--- src/rtl/clip_arb.sv ---
// clip_arb: four-channel round-robin arbiter feeding one shared saturating clip stage, with per-channel clip counters and sticky flags
module clip_arb #(
  parameter int bits_in = 24,
  parameter int bits_out = 16
) (
  input  logic                 clk,
  input  logic                 rst,
  input  logic [4*bits_in-1:0] in_data,
  input  logic [3:0]           in_valid,
  output logic [3:0]           in_ready,
  output logic [bits_out-1:0]  out_data,
  output logic [1:0]           out_chan,
  output logic                 out_valid,
  input  logic                 out_ready,
  input  logic [1:0]           clip_sel,
  output logic [15:0]          clip_cnt,
  input  logic                 clip_clr,
  output logic [3:0]           clip_flag
);
  logic [1:0] ptr_q, ptr_d, g, idx;
  logic found, load, xfer, clipped;
  logic signed [bits_in-1:0] x;
  logic [bits_in-bits_out:0] top;
  logic [bits_out-1:0] y, out_data_q, out_data_d;
  logic [1:0] out_chan_q, out_chan_d;
  logic out_valid_q, out_valid_d;
  logic [15:0] cnt_q [4];
  logic [15:0] cnt_d [4];
  logic [3:0] flag_q, flag_d;
  always_comb begin
    g = ptr_q;
    found = 1'b0;
    idx = '0;
    for (int i = 3; i >= 0; i--) begin
      idx = ptr_q + 2'(i);
      if (in_valid[idx]) begin
        g = idx;
        found = 1'b1;
      end
    end
  end
  assign load = !out_valid_q || out_ready;
  assign xfer = found && load && !rst;
  assign in_ready = xfer ? 4'b0001 << g : 4'b0000;
  assign x = in_data[g*bits_in +: bits_in];
  assign top = x[bits_in-1:bits_out-1];
  assign clipped = !(&top || ~|top);
  assign y = !clipped ? x[bits_out-1:0] :
             x[bits_in-1] ? {1'b1, {(bits_out-1){1'b0}}} : {1'b0, {(bits_out-1){1'b1}}};
  always_comb begin
    ptr_d = xfer ? g + 2'd1 : ptr_q;
    out_data_d = xfer ? y : out_data_q;
    out_chan_d = xfer ? g : out_chan_q;
    out_valid_d = xfer || (out_valid_q && !out_ready);
    flag_d = clip_clr ? 4'b0000 : flag_q | ((xfer && clipped) ? 4'b0001 << g : 4'b0000);
    for (int n = 0; n < 4; n++)
      cnt_d[n] = clip_clr ? 16'd0 :
                 (xfer && clipped && g == 2'(n) && cnt_q[n] != 16'hFFFF) ? cnt_q[n] + 16'd1 : cnt_q[n];
  end
  always_ff @(posedge clk or posedge rst) begin
    if (rst) begin
      ptr_q <= '0;
      out_data_q <= '0;
      out_chan_q <= '0;
      out_valid_q <= 1'b0;
      flag_q <= '0;
      for (int n = 0; n < 4; n++) cnt_q[n] <= '0;
    end else begin
      ptr_q <= ptr_d;
      out_data_q <= out_data_d;
      out_chan_q <= out_chan_d;
      out_valid_q <= out_valid_d;
      flag_q <= flag_d;
      for (int n = 0; n < 4; n++) cnt_q[n] <= cnt_d[n];
    end
  end
  assign out_data = out_data_q;
  assign out_chan = out_chan_q;
  assign out_valid = out_valid_q;
  assign clip_flag = flag_q;
  assign clip_cnt = cnt_q[clip_sel];
endmodule

--- config.mk ---
export PLATFORM = sky130hd
export DESIGN_NAME = clip_arb
export DESIGN_NICKNAME = d
export VERILOG_FILES = /design/src/rtl/clip_arb.sv
export SDC_FILE = /design/constraint.sdc
export NUM_CORES = 1
export LEC_CHECK = 0
export CAP_MARGIN = 0
export CORE_AREA = 2 2 117 119
export CTS_CLUSTER_DIAMETER = 30
export DETAILED_ROUTE_END_ITERATION = 8
export DIE_AREA = 0 0 119 121
export GPL_TIMING_DRIVEN = 0
export MAX_ROUTING_LAYER = met4
export PLACE_DENSITY = 0.76
export SETUP_SLACK_MARGIN = 0.5
export SLEW_MARGIN = 40
export SYNTH_ARGS = -nofsm -noshare
export SYNTH_HDL_FRONTEND = slang
export SYNTH_SLANG_ARGS = --single-unit
--- constraint.sdc ---
create_clock -name clk -period 3.5 [get_ports clk]
set_clock_uncertainty 0.1 [all_clocks]
set_input_delay 0.35 -clock clk [delete_from_list [all_inputs] [get_ports clk]]
set_output_delay 0.35 -clock clk [all_outputs]
set_load 0.02 [all_outputs]
# Yosys cells after proc, flatten, opt, wreduce, memory -nomap -nowiden
# Index checks and enable logic that the tools add are counted.
[totals]
ff_bits = 89
input_bits = 106
output_inout_bits = 43
[classes]
n_bitwise = 2
n_reduce_logical = 27
magnitude_cmp = 5
muxes = 32
n_eq_ne = 7
add_sub_neg = 8
shift = 2
multipliers = 1
[ops]
columns = ["op", "count"]
rows = [
  ["$mux W16", 12],
  ["$shiftx A96 B8 Y24", 1],
  ["$add A16 B1 Y16 const B", 4],
  ["$ne A16 B16 Y1 const B", 4],
  ["$bmux W16 S2", 1],
  ["$logic_and A1 B1 Y1", 12],
  ["$lt A2 B3 Y1 const B", 4],
  ["$mux W4", 3],
  ["$reduce_and A9 Y1", 1],
  ["$reduce_or A9 Y1", 1],
  ["$bmux W1 S2", 4],
  ["$mux W1", 8],
  ["$mux W2", 4],
  ["$reduce_bool A2 Y1", 4],
  ["$logic_not A1 Y1", 5],
  ["$add A2 B1 Y2 const B", 2],
  ["$add A2 B2 Y2 const B", 2],
  ["$eq A2 B2 Y1 const B", 2],
  ["$mul A2 B2 Y4 const B", 1],
  ["$or A4 B4 Y4", 1],
  ["$shl A1 B2 Y4 const A", 1],
  ["$ge A3 B3 Y1 const B", 1],
  ["$logic_or A1 B1 Y1", 3],
  ["$not A2 Y3", 1],
  ["2 further kinds", 2],
]

# Logic depth before layout (Yosys ltp)
[logic_depth]
word_depth = 18
mapped_depth = 14
ltp_nobuf = 12

# Least setup slack after synthesis
# No wires, ideal clock.
[synth_timing]
path_kind = "in2reg"
start = "in rst"
end = "reg cnt_q[12] (netlist bit)"
required_time_ps = 3272
path_slack_ps = -916
path_stages = 11
setup_ps = 128
arrival_ps = 4189
path_cell_list = "inv_1 o41ai_1 nor2b_1 clkbuf_1 nand2_1 inv_1 nand2_1 nor2_1 o21ai_1 nor3_1 mux2_1"
[synth_between]
elab_chain_cells = 6
[synth_lines]
columns = ["item", "line", "rtl"]
rows = [
  ["start: declaration", "7", "input logic rst,"],
  ["$logic_not A1 Y1 (no line)", "--", ""],
  ["$logic_and A1 B1 Y1", "43", "assign xfer = found && load && !rst;"],
  ["$logic_and A1 B1 Y1 (3 in a row)", "58", "(xfer && clipped && g == 2'(n) && cnt_q[n] != 16'hFFFF) ? cnt_q[n] + 16'd1 : cnt_q[n];"],
  ["$reduce_bool A2 Y1 (no line)", "--", ""],
  ["end: declaration", "27", "logic [15:0] cnt_q [4];"],
]
# Every way passes these cells.
# A chain may end at the register's enable or synchronous reset.

# Worst setup path after layout
[layout_timing]
start = "reg ptr_q[0]"
end = "reg cnt_q[60] (netlist bit)"
[layout_between]
elab_chain_cells = 17
word_cells_on_any_way = 33
[layout_lines]
columns = ["item", "line", "rtl"]
rows = [
  ["start: declaration", "20", "logic [1:0] ptr_q, ptr_d, g, idx;"],
  ["start signal: assignment", "69", "ptr_q <= ptr_d;"],
  ["$add A2 B2 Y2", "35", "idx = ptr_q + 2'(i);"],
  ["$bmux W1 S2", "36", "if (in_valid[idx]) begin"],
  ["$mux W1 (not written as such)", "36", ""],
  ["$mux W2 (4 in a row)", "36", ""],
  ["$mul A2 B2 Y4", "45", "assign x = in_data[g*bits_in +: bits_in];"],
  ["$shiftx A96 B8 Y24", "45", ""],
  ["$reduce_or A9 Y1", "47", "assign clipped = !(&top || ~|top);"],
  ["$logic_not A1 Y1", "47", ""],
  ["$logic_or A1 B1 Y1", "47", ""],
  ["$logic_not A1 Y1", "47", ""],
  ["$logic_and A1 B1 Y1", "58", ""],
  ["$logic_and A1 B1 Y1 (*) (2 in a row)", "58", ""],
  ["$reduce_bool A2 Y1 (no line) (*)", "--", ""],
]
# Mark *: on every way between the ends. The rest lies on a longest branch, timed or not. The select of a mux whose other input is x is not followed.

==> flow_summary.toml <==
[run_status]
status = "finished, final reports clean"

[pwr]
ir_drop_mv = 0.307
leakage_nw = 3.33
finalPower_mw = 4.13
power-per-cell-area_nw_per_um2 = 492

[placement]
routabilityCongestion = 0.917
dpl.hpwl_um = 14200
portBuffers = 146

[drt]
drtPass1Iterations = 5
vias = 5633
via_per_inst = 5.92
ant_nets = 0
routed_wl_um = 19100
dr.first_iter.drc_count = 506
drc = 0
wl_per_cell_um = 20.1

[logic_synthesis]
ys_seq_area_share_pct = 38.5
ys_types = 47
ys_seq_elements = 89
synthFlopType = "dfrtp_1"
async_flop_share_pct = 100
ys_top_cells_by_area = "dfrtp_1, mux4_2, xor2_1"
syn_avg_cell_area_sq_um = 9.90
yosys.area.top_type = "dfrtp_1"
synth_area_sq_um = 5780
yosysTopAreaCellShare_pct = 38.5
synthesis.nets = 698
synth_warnings = 0
syn-instance-count = 584
synth_edf_count = 0

[finish]
drive_gt1_share_pct = 22.6
nNetsFinal = 884
n_antenna_cell = 0
fillers = 986
final_util_pct = 64.2
area_delta_synth_final_pct = 45.4

[setup_path]
critical_path.max_fanout = 9
critPathRequiredTime_ns = 3.64
max_stage_delay_ns = 0.55
crit_arrival_ns = 3.35
cp-end-kind = "flop"
startpoint_type = "flop"
cp_common_cell = "buf_6"
slowest_stage = "mux4_2"
path_class = "reg -> reg"
path_cells = "nor2b_4 > a2bb2oi_2 > o211ai_4 > buf_6 > mux4_2 > nor4_4 > a21oi_4 > buf_6 > o21ai_1 > nor2_1 > mux2_1"

[sta]
drv_slew = 0
period_needed_ns = 3.21
tns_ns = 0
rsz0062_at_grt = "true"
fmax_mhz = 312
tightestPinTransition_ns = 0.723
setup_violations = 0
hold_violations = 0
max-slew-margin-rel_pct = 51.8
fin_crit_sh_pct = 91.7

[grt]
grt_max_degree = 28
grt_usage_pct = 27.7
grt_pass1_wl_um = 29800
globalRouteOverflowTotal = 0
grt_pass1_vias = 5778
antenna_found_initial = 0

[clocking]
cts_made_buffers = 9
clock_sinks = 89
cts_root_buf = "clkbuf_16"
path_clk_slew_ns = 0.07
cts.path.max_buffers = 2
htree_levels = 3
insertion_delay_ns = 0.35
cts_tree = "built"

[floorplan]
die_w_um = 119
start_util_pct = 44.2
ios = 149
dieArea_sq_um = 14400
die_h_um = 121
rows = 42
core_region_area_sq_um = 13100

[hold_path]
min_path_type = "in -> async"

[run]
drv_cap = 0
final cells by class:
type | instances | area, sq um | area share (%)
sequential | 89 | 2230 | 26.5
multi-input combinational | 440 | 3550 | 42.2
tap | 176 | 220 | 2.62
clock inverter | 6 | 48.8 | 0.580
buffer | 34 | 285 | 3.39
inverter | 21 | 97.6 | 1.16
timing repair buffer | 175 | 1740 | 20.7
clock buffer | 10 | 239 | 2.84
synth_stat cells (2+ instances only):
library cell   n
buf_6          5
and3_1         3
nand3_1       15
dfrtp_1       89
ha_1           8
a21oi_1       39
mux4_1         2
buf_1          2
o31ai_1        8
mux4_2        38
o211ai_4       3
o211ai_1       8
xor2_1        31
nor4_4         2
or2_2          2
or4_1         11
inv_1         21
and4_1         4
mux2i_1        3
xnor2_1        4
nor3_1        14
nand4_1       13
buf_2          8
o21ai_1       26
nand2_1       55
o211ai_2       2
or3_1         10
o21ai_0       27
clkbuf_1      19
nor2_1        70
and2_1         4
nor2b_1       11
mux2_1         5
nor4_1         6
nand2b_1       4
stage by stage:
| step | hold slack (ns) | area [sq um] | cells | setup slack (ns) |
|---|---|---|---|---|
| detailed placement | 0.374 | 7590 | 909 | -0.632 |
| CTS | 0.262 | 8230 | 946 | 0.311 |
| floorplan | 0.396 | 5850 | 584 | 0.389 |
| finish | 0.261 | 8410 | 951 | 0.291 |
| global route | 0.300 | 8410 | 951 | 0.188 |
| global placement | 0.371 | 7530 | 906 | -1.25 |
flip-flops by register name, indices dropped and copies added (netlist names):
name	cells
clip_flag	4
cnt_q	64
out_chan	2
out_data	16
out_valid	1
ptr_q	2
cells by family after synthesis:
family                     synth area share, %
AOI/OAI and AO/OA                         13.3
xor gates and xnor gates                  5.30
adders and majority gates                 1.73
buffers and inverters                     4.39
DFF                                       38.5
muxes                                     17.5
and+or+nand+nor                           19.2
final timing paths:
| check | from | to | slack, ns | cells after the start |
|---|---|---|---|---|
| max | ptr_q[0] | cnt_q[60] | 0.29 | 11 |
| min | rst | clip_flag[2] | 0.26 | 2 |
| max reg2reg | ptr_q[0] | cnt_q[60] | 0.29 | 11 |
| min reg2reg | out_data[13] | out_data[13] | 0.39 | 2 |
| max in group asynchronous | rst | cnt_q[48] | 2.57 | 3 |
| min in group clk | out_data[13] | out_data[13] | 0.39 | 2 |
routing by layer:
metal | vias up | wire, um | global-route usage, %
met5 | - | 0 | -
met4 | 0 | 821 | 11.8
met3 | 58 | 1560 | 5.40
met2 | 318 | 9740 | 47.7
met1 | 2761 | 6950 | 31.7
li1 | 2496 | - | -
critical path, delay by kind of cell, from the launching register on:
kind | cells | cell delay, ns
muxes | 2 | 0.86
AOI/OAI and AO/OA | 4 | 0.77
buffers and inverters | 2 | 0.36
DFF | 1 | 0.45
and+or+nand+nor | 3 | 0.56
where the power goes:
| group | leakage, nW | total [mW] | switching, mW | internal (mW) |
|---|---|---|---|---|
| clock network | 0.132 | 0.946 | 0.439 | 0.507 |
| registers | 1.20 | 1.22 | 0.0880 | 1.14 |
| logic | 2.00 | 1.97 | 1.02 | 0.945 |
| total | 3.33 | 4.13 | 1.55 | 2.59 |
layout by cell type, fill, tap and decap left out, drive strengths merged, types with 5 or more instances in the layout:
cell type	netlist	layout
dlygate4sd2	0	5
nor3	14	14
ha	8	8
inv	21	22
clkdlybuf4s50	0	138
or4	11	11
xor2	31	31
clkbuf	19	29
mux4	40	40
nand4	13	13
or3	10	10
nand2	56	56
nor2b	11	11
nor4	8	8
o31ai	8	8
o21ai	54	54
buf	15	46
dfrtp	89	89
o211ai	13	13
mux2	6	6
nor2	70	70
nand3	15	15
a21oi	40	40
what timing repair did:
action / CTS / global route
resized for setup: 71 / 48
gates cloned: 4 / 1
pin swaps: 28 / 17
hold buffers: 0 / 0
setup buffers: 17 / 4
setup endpoints to repair: 97 / 87
(Power assumes the default switching activity.)
